## config.mk

```make
export PLATFORM = sky130hd
export DESIGN_NAME = mux4_to_1_flat
export DESIGN_NICKNAME = d
export VERILOG_FILES = /design/src/rtl/mux4_to_1_if.sv /design/src/rtl/mux4_to_1.sv /design/src/flat_wrapper.sv
export SDC_FILE = /design/constraint.sdc
export NUM_CORES = 1
export LEC_CHECK = 0
export ABC_AREA = 1
export ABC_CLOCK_PERIOD_IN_PS = 1450
export CAP_MARGIN = 20
export CORE_AREA = 2 2 191 193
export DETAILED_ROUTE_END_ITERATION = 10
export DIE_AREA = 0 0 193 195
export GPL_TIMING_DRIVEN = 0
export PLACE_DENSITY = 0.58
export SYNTH_ARGS = -nofsm -noshare
export SYNTH_HDL_FRONTEND = slang
export SYNTH_SLANG_ARGS = --single-unit
```

## constraint.sdc

```tcl
create_clock -name clk -period 1.45 [get_ports clk]
set_clock_uncertainty 0.1 [all_clocks]
set_input_delay 0.2175 -clock clk [delete_from_list [all_inputs] [get_ports clk]]
set_output_delay 0.2175 -clock clk [all_outputs]
set_load 0.005 [all_outputs]
```

## src/rtl/mux4_to_1_if.sv

```systemverilog
// Operand-select bus for mux4_to_1: one vector operand, three scalar operands,
// a 2-bit source select and the registered 192-bit result.
//   master : drives A, B, C, D, sel; observes E
//   slave  : consumes A, B, C, D, sel; drives E
interface mux4_to_1_if #(
    parameter int unsigned LANES = 6,
    parameter int unsigned WORD  = 32
);
    localparam int unsigned VEC_W = LANES * WORD;

    logic [VEC_W-1:0] A;    // vector operand, lane 0 in the LSBs
    logic [WORD-1:0]  B;    // scalar operand 1
    logic [WORD-1:0]  C;    // scalar operand 2
    logic [WORD-1:0]  D;    // scalar operand 3
    logic [1:0]       sel;  // source select
    logic [VEC_W-1:0] E;    // registered selected/broadcast result

    modport master (
        output A, B, C, D, sel,
        input  E
    );

    modport slave (
        input  A, B, C, D, sel,
        output E
    );
endinterface

```

## src/rtl/mux4_to_1.sv

```systemverilog
// Registered 4-to-1 operand multiplexer for the vector datapath.
// sel=00 passes the vector operand A through; sel=01/10/11 broadcast scalar
// B/C/D into every lane. The result is registered (1-cycle latency, one result
// per cycle) and cleared by a synchronous active-low reset.
// Ports:
//   clk : rising-edge clock
//   rst : synchronous active-low reset
//   bus : mux4_to_1_if.slave (A, B, C, D, sel in; E out)
module mux4_to_1 #(
    parameter int unsigned LANES = 6,
    parameter int unsigned WORD  = 32
) (
    input logic        clk,
    input logic        rst,
    mux4_to_1_if.slave bus
);
    localparam int unsigned VEC_W = LANES * WORD;

    logic [VEC_W-1:0] e_d;
    logic [VEC_W-1:0] e_q;

    // Source decode; every sel code is defined, scalars replicate lane-wise.
    always_comb begin
        e_d = bus.A;
        case (bus.sel)
            2'b00: e_d = bus.A;
            2'b01: e_d = {LANES{bus.B}};
            2'b10: e_d = {LANES{bus.C}};
            2'b11: e_d = {LANES{bus.D}};
        endcase
    end

    // Result register; reset takes priority over any select.
    always_ff @(posedge clk) begin
        if (!rst) begin
            e_q <= '0;
        end else begin
            e_q <= e_d;
        end
    end

    assign bus.E = e_q;
endmodule

```

## src/flat_wrapper.sv

```systemverilog
// flat-port wrapper written by rule: the top's interface ports become plain ports
module mux4_to_1_flat 
#(
    parameter int unsigned LANES = 6,
    parameter int unsigned WORD  = 32
)
  (clk, rst, bus_A, bus_B, bus_C, bus_D, bus_sel, bus_E);
  mux4_to_1_if #(.LANES(LANES), .WORD(WORD)) bus_i ();
  input logic clk;
  input logic rst;
  input wire logic [$bits(bus_i.A)-1:0] bus_A;
  input wire logic [$bits(bus_i.B)-1:0] bus_B;
  input wire logic [$bits(bus_i.C)-1:0] bus_C;
  input wire logic [$bits(bus_i.D)-1:0] bus_D;
  input wire logic [$bits(bus_i.sel)-1:0] bus_sel;
  output wire logic [$bits(bus_i.E)-1:0] bus_E;
  assign bus_i.A = bus_A;
  assign bus_i.B = bus_B;
  assign bus_i.C = bus_C;
  assign bus_i.D = bus_D;
  assign bus_i.sel = bus_sel;
  assign bus_E = bus_i.E;
  mux4_to_1 #(.LANES(LANES), .WORD(WORD)) u_core (.clk(clk), .rst(rst), .bus(bus_i));
endmodule
```

# [After elaboration in Yosys (flattened, before gate mapping)]
# Index checks and enable logic that the tools add are counted.
[totals] word_cells=6 regBits=192
[op_classes] n_reduce_logical=1 muxes=1 n_eq_ne=3
[ops] operator="case mux 192 bit (4 select lines)" count=1
[ops] operator="== test 2 bit (second input constant)" count=2
[ops] operator="== test 2 x 1 -> 1 bit (second input constant)" count=1
[ops] operator="zero test 2 bit" count=1

# [Logic depth before layout (Yosys ltp)]
[logic_depth] ltp_word=2 ltp_mapped=7 mapped_depth_nobuf=5

# [Worst setup path before layout]
# OpenSTA, ideal clock, no wires.
[synth_path] kind="in2reg" start="input rst" end="register u_core.e_q[107], in the netlist u_core.bus.E[107]" t_arrival_ps=884 path_buffers=2 slack_ps=338 path_stages=4 setup_ps=128 path_cell_list="inv_1 clkbuf_1 clkbuf_1 nor2_1"
[synth_rtl] item="start: declaration" line="flat_wrapper.sv:10" source="input logic rst;"
[synth_rtl] item="end signal: assignment" line="mux4_to_1.sv:36" source="e_q <= '0;"
[synth_rtl] item="end signal: assignment" line="mux4_to_1.sv:38" source="e_q <= e_d;"
[synth_rtl] item="end: declaration" line="mux4_to_1.sv:20" source="logic [VEC_W-1:0] e_q;"
# No word-level cell between the ends.

# [Worst setup path after layout]
[layout_path] start="input rst" end="register u_core.e_q[67], in the netlist u_core.bus.E[67]"
# No word-level cell between the ends.

==> impl_metrics.tcl <==
set metrics [dict create \
    status "finished, final reports clean" \
    endpoint_kind "register" \
    place.port_buffers 483 \
    clock.fmax_ghz 0.7259 \
    yosys_warnings 0 \
    path_class "primary input to register" \
    synth_nets 1446 \
    fin_crit_sh_pct 95.01 \
    track_usage_pct 19.56 \
    initialDrtViolationCount 377 \
    via_per_inst 4.139 \
    die_area_sq_um 37640 \
    clkTransAtPathRegs_ps 70 \
    io_pins 484 \
    leakagePower_nw 7.309 \
    cts_made_buffers 17 \
    die_x_um 193 \
    grt-ovfl-total 0 \
    utilization_pct 39.46 \
    slowest_stage "clkbuf_1" \
    rows 69 \
    crit_arrival_ps 1600 \
    routedWlPerCell_um 17.79 \
    cts_tree "built" \
    hold_class "primary input to register" \
    relSlewSlack_pct 67.52 \
    die_h_um 195 \
    routed_wirelength_mm 37.95 \
    avgSynthCellArea_sq_um 6.835 \
    detailed_place_hpwl_mm 29.41 \
    cp_slowest_stage_delay_ps 410 \
    grt_max_degree 17 \
    cts_max_path_buffers 2 \
    h-tree-depth 4 \
    finalHoldViolCount 0 \
    drive_gt1_share_pct 8.134 \
    largest_reg_flops 192 \
    antenna_found_initial 0 \
    area_growth_pct 77.06 \
    syn_area_sq_um 7888 \
    routabilityCongestion 0.8812 \
    required_ps 1670 \
    worstPathCellList "clkdlybuf4s50_1 -> inv_1 -> clkbuf_2 -> clkbuf_1 -> nor2_1" \
    placed_cell_area_sq_um 13300 \
    setup_viol 0 \
    nNetsFinal 1951 \
    synth_cell_types 11 \
    post-route-min-period_ps 1378 \
    powerDensity_nw_per_um2 952.1 \
    antenna_left 0 \
    worst_pin_slew_ps 487.2 \
    core_area_sq_um 35400 \
    max-cap-violations 0 \
    crit_path_max_fanout 10 \
    root_buffer "clkbuf_16" \
    yosysSeqAreaShare_pct 48.73 \
    holdBufCountCts 0 \
    syn_inst 1154 \
    cts_sinks 192 \
    grt_first_pass_wirelength_mm 53.41 \
    fin_area_sq_um 13970 \
    vias 8829 \
    slew_violations 0 \
    synth_seq_cells 192 \
    worstSetupStartpointType "primary input" \
    diodes 0 \
    dr.pass1.iters 5 \
    initial_core_util_pct 22.28 \
    first_global_vias 8644 \
    drc 0 \
    ir_worst_vdd_mv 0.8013 \
]
power breakdown:
| part | total (mW) | switching (mW) | internal (mW) | leakage, nW |
|---|---|---|---|---|
| Sequential | 5.76 | 0.0888 | 5.67 | 1.59 |
| Combinational | 2.97 | 1.44 | 1.53 | 5.45 |
| Clock | 4.57 | 2.22 | 2.35 | 0.270 |
| Total | 13.3 | 3.75 | 9.55 | 7.31 |
final timing paths:
kind,startpoint,end,slack [ps],cells after the start
max,rst,u_core.bus.E[67],70,5
min,bus_A[57],u_core.bus.E[57],320,5
what timing repair did:
item	4_1_cts	5_1_grt
resized for setup	257	31
buffers inserted	3	0
endpoints found under the setup margin	375	171
pin swaps	4	0
cell families after synthesis:
logic type,Yosys count,share of synthesized area (%)
simple gates,705,37.61
buf+inv,257,13.66
flops,192,48.73
layout make-up:
cell class | instances | area, sq um
Buffer | 62 | 500.5
Clock buffer | 21 | 470.5
Clock inverter | 11 | 82.58
Fill cell | 3782 | 21430
Inverter | 195 | 737.0
Multi-Input combinational cell | 705 | 3107
Sequential cell | 192 | 3845
Tap cell | 461 | 576.8
Timing Repair Buffer | 486 | 4647
routing by layer:
layer  vias to the layer above  track usage, %  part of all wire, %
met4                         0           6.762                  2.4
li1                       4378               -                    -
met1                      4049           22.95                   41
met3                        44           5.338                  8.2
met2                       358           34.01                   48
met5                         -               0                    0
cells in the mapped netlist:
master    number  area [sq um]
buf_2         24         120.1
buf_4         10         75.07
buf_6          6         67.56
clkbuf_1      22         82.58
dfxtp_1      192          3844
inv_1        193         724.4
inv_2          2         7.510
nand2_1        1         3.750
nand3_1       96         480.5
nand3_2       32         320.3
nor2_1       576          2162
metrics by stage:
| step | TNS [ps] | power [mW] | instances | worst slack, ps | hold WS (ps) |
|---|---|---|---|---|---|
| 3_5_place_dp | -153820 | 9.035 | 2098 | -930.2 | 773.2 |
| 4_1_cts | 0 | 13.44 | 2133 | 0.1597 | 281.9 |
| 5_1_grt | -2.242 | 13.90 | 2133 | -2.242 | 313.0 |
| 6_report | 0 | 13.30 | 2133 | 72.42 | 316.5 |
| 2_1_floorplan | 0 | 6.920 | 1154 | 338.1 | 354.5 |
| 3_3_place_gp | -146570 | 9.018 | 2098 | -901.5 | 772.8 |
cell usage in the layout (no fill, tap or decap), types with 14 or more instances in the layout:
cell and instances:
buf_4 20, buf_6 14, clkbuf_16 17, clkbuf_2 20, clkdlybuf4s50_1 289, dfxtp_1 191, dlygate4sd2_1 192, inv_1 193
nand3_1 92, nand3_2 21, nand3_4 15, nor2_1 574
critical path: cells and delay by family:
kind	cells	cell delay, ps
AND/OR/NAND/NOR	1	110
buffers and inverters	4	1270
No activity file was read; power rests on OpenSTA's default activity.
==> patch, RTL diff (same flow settings) <==
`WORD` is set to 32 in 3 places; all go to 16.
--- a/src/rtl/mux4_to_1_if.sv
+++ b/src/rtl/mux4_to_1_if.sv
@@ -5,5 +5,5 @@
 interface mux4_to_1_if #(
     parameter int unsigned LANES = 6,
-    parameter int unsigned WORD  = 32
+    parameter int unsigned WORD  = 16
 );
     localparam int unsigned VEC_W = LANES * WORD;
--- a/src/rtl/mux4_to_1.sv
+++ b/src/rtl/mux4_to_1.sv
@@ -9,5 +9,5 @@
 module mux4_to_1 #(
     parameter int unsigned LANES = 6,
-    parameter int unsigned WORD  = 32
+    parameter int unsigned WORD  = 16
 ) (
     input logic        clk,
--- a/src/flat_wrapper.sv
+++ b/src/flat_wrapper.sv
@@ -3,5 +3,5 @@
 #(
     parameter int unsigned LANES = 6,
-    parameter int unsigned WORD  = 32
+    parameter int unsigned WORD  = 16
 )
   (clk, rst, bus_A, bus_B, bus_C, bus_D, bus_sel, bus_E);
Interface: changed (5 resized); port bits go from 484 to 244. No check against the original RTL was run, so the function may have changed too.
==> patch against the unedited design <==
- total power shrank 48%
- wire length down 43%
- cell area shrank 48%
- largest cell class unchanged
- setup slack better by 0.016 ns
- synthesized area is 49% lower
- first-iteration DRC count down 72%
- sequential cell count fell by 96
- maximum frequency is 1.2% higher
- critical path type unchanged
- global-route usage decreased by 8.1 points
- count of clock-buffer cells in the layout is 10 lower
==> patch: results (changes against the unedited design) <==
Power Density 951.1 nW/um^2 (-0.10%); DP HPWL 16.54 mm (-44%); switching share of total power 28.03% (-0.14 points); vias in the first global route 4,371 (-49%); Placer Congestion 0.7629 (-13%); met1 usage 12.28% (-11 points); CP peak stage delay 0.54 ns (+0.13 ns); worst hold slack 0.3303 ns (+0.01380 ns); initial antenna violation count 2 (+2); met2 Resource Use GR 19.93% (-14 points); post-synthesis sequential area ratio 47.42% (-1.3 points); Leak 3.582 nW (-51%); Min-Delay Endpoint u_core.bus.E[64]; Total GRT Usage 11.44% (-8.1 points); Largest register FFs 96 (-50%); PostCTS Resize Cnt 104 (-60%); Filler Cell Count 4,036 (+6.7%); TritonCTS Buffers 9 (-8); placed cell area 7042 um^2 (-47%); final-stage net count 978 (-50%); drt total wl 21.53 mm (-43%); worst hold path startpoint bus_sel[0]; Synth top cells by count nor2_1 (248), dfxtp_1 (96), inv_1 (96); worst vdd ir 545.1 uV (-32%); setup ws final 0.08844 ns (+0.01602 ns); H-tree depth 3 (-1); Synth cell types 12 (+1); synthesized instance count 578 (-50%); drt via density 3.363 (-19%); DP Worst Slack -1.001 ns (-0.07108 ns); crit path to u_core.bus.E[3]; drt first pass iters 6 (+1); PortBufs 241 (-50%); Post-CTS Setup Repair Bufs 0 (-3); largest cells by area after synthesis dfxtp_1 (47%), nor2_1 (23%), inv_1 (8.9%), nand3_1 (6.5%), nor2_2 (6.2%); met1 wire length 8.594 mm (-45%); Synthesized Nets 726 (-50%); placed insts 1,280 (-39%); largest net degree at the start of global routing 16 (-1); top sig layer met5; fraction of layout cells with a size suffix above 1 11.62% (+3.5 points); met3 WL 1.889 mm (-39%); Routed WL per cell 16.61 um (-6.6%); drt initial violations 105 (-72%); CP arrival 1.49 ns (-0.11 ns); outcome finished clean; met2 wire len 10.34 mm (-44%); Global Route met3 Usage 4.224% (-1.1 points)
==> patch: cell families (layout without fill, tap and decap cells) <==
logic type | count (synthesis) | count (layout) | synth area share (%)
simple gates | 353 | 353 | 38.68
flops | 96 | 96 | 47.42
buf+inv | 129 | 386 | 13.89
==> patch: final cells by class <==
type	count	area, um^2	share of cell area [%]
repair buffers	241	2292	31.67
flip-flops and latches	96	1923	26.57
multi-input cells	353	1573	21.73
well taps	461	576.8	7.969
inverters	99	381.6	5.272
clock buffers	11	242.7	3.354
plain buffers	30	192.7	2.662
clock inverters	5	56.30	0.7779
==> patch: power groups by stage <==
| stage | Sequential [mW] | Combinational [mW] | Clock (mW) |
|---|---|---|---|
| global route | 2.90 | 1.65 | 2.75 |
| floorplan | 2.98 | 0.515 | 0 |
| detailed placement | 2.95 | 1.67 | 0 |
| global placement | 2.95 | 1.66 | 0 |
| CTS | 2.89 | 1.54 | 2.67 |
| finish | 2.88 | 1.49 | 2.51 |
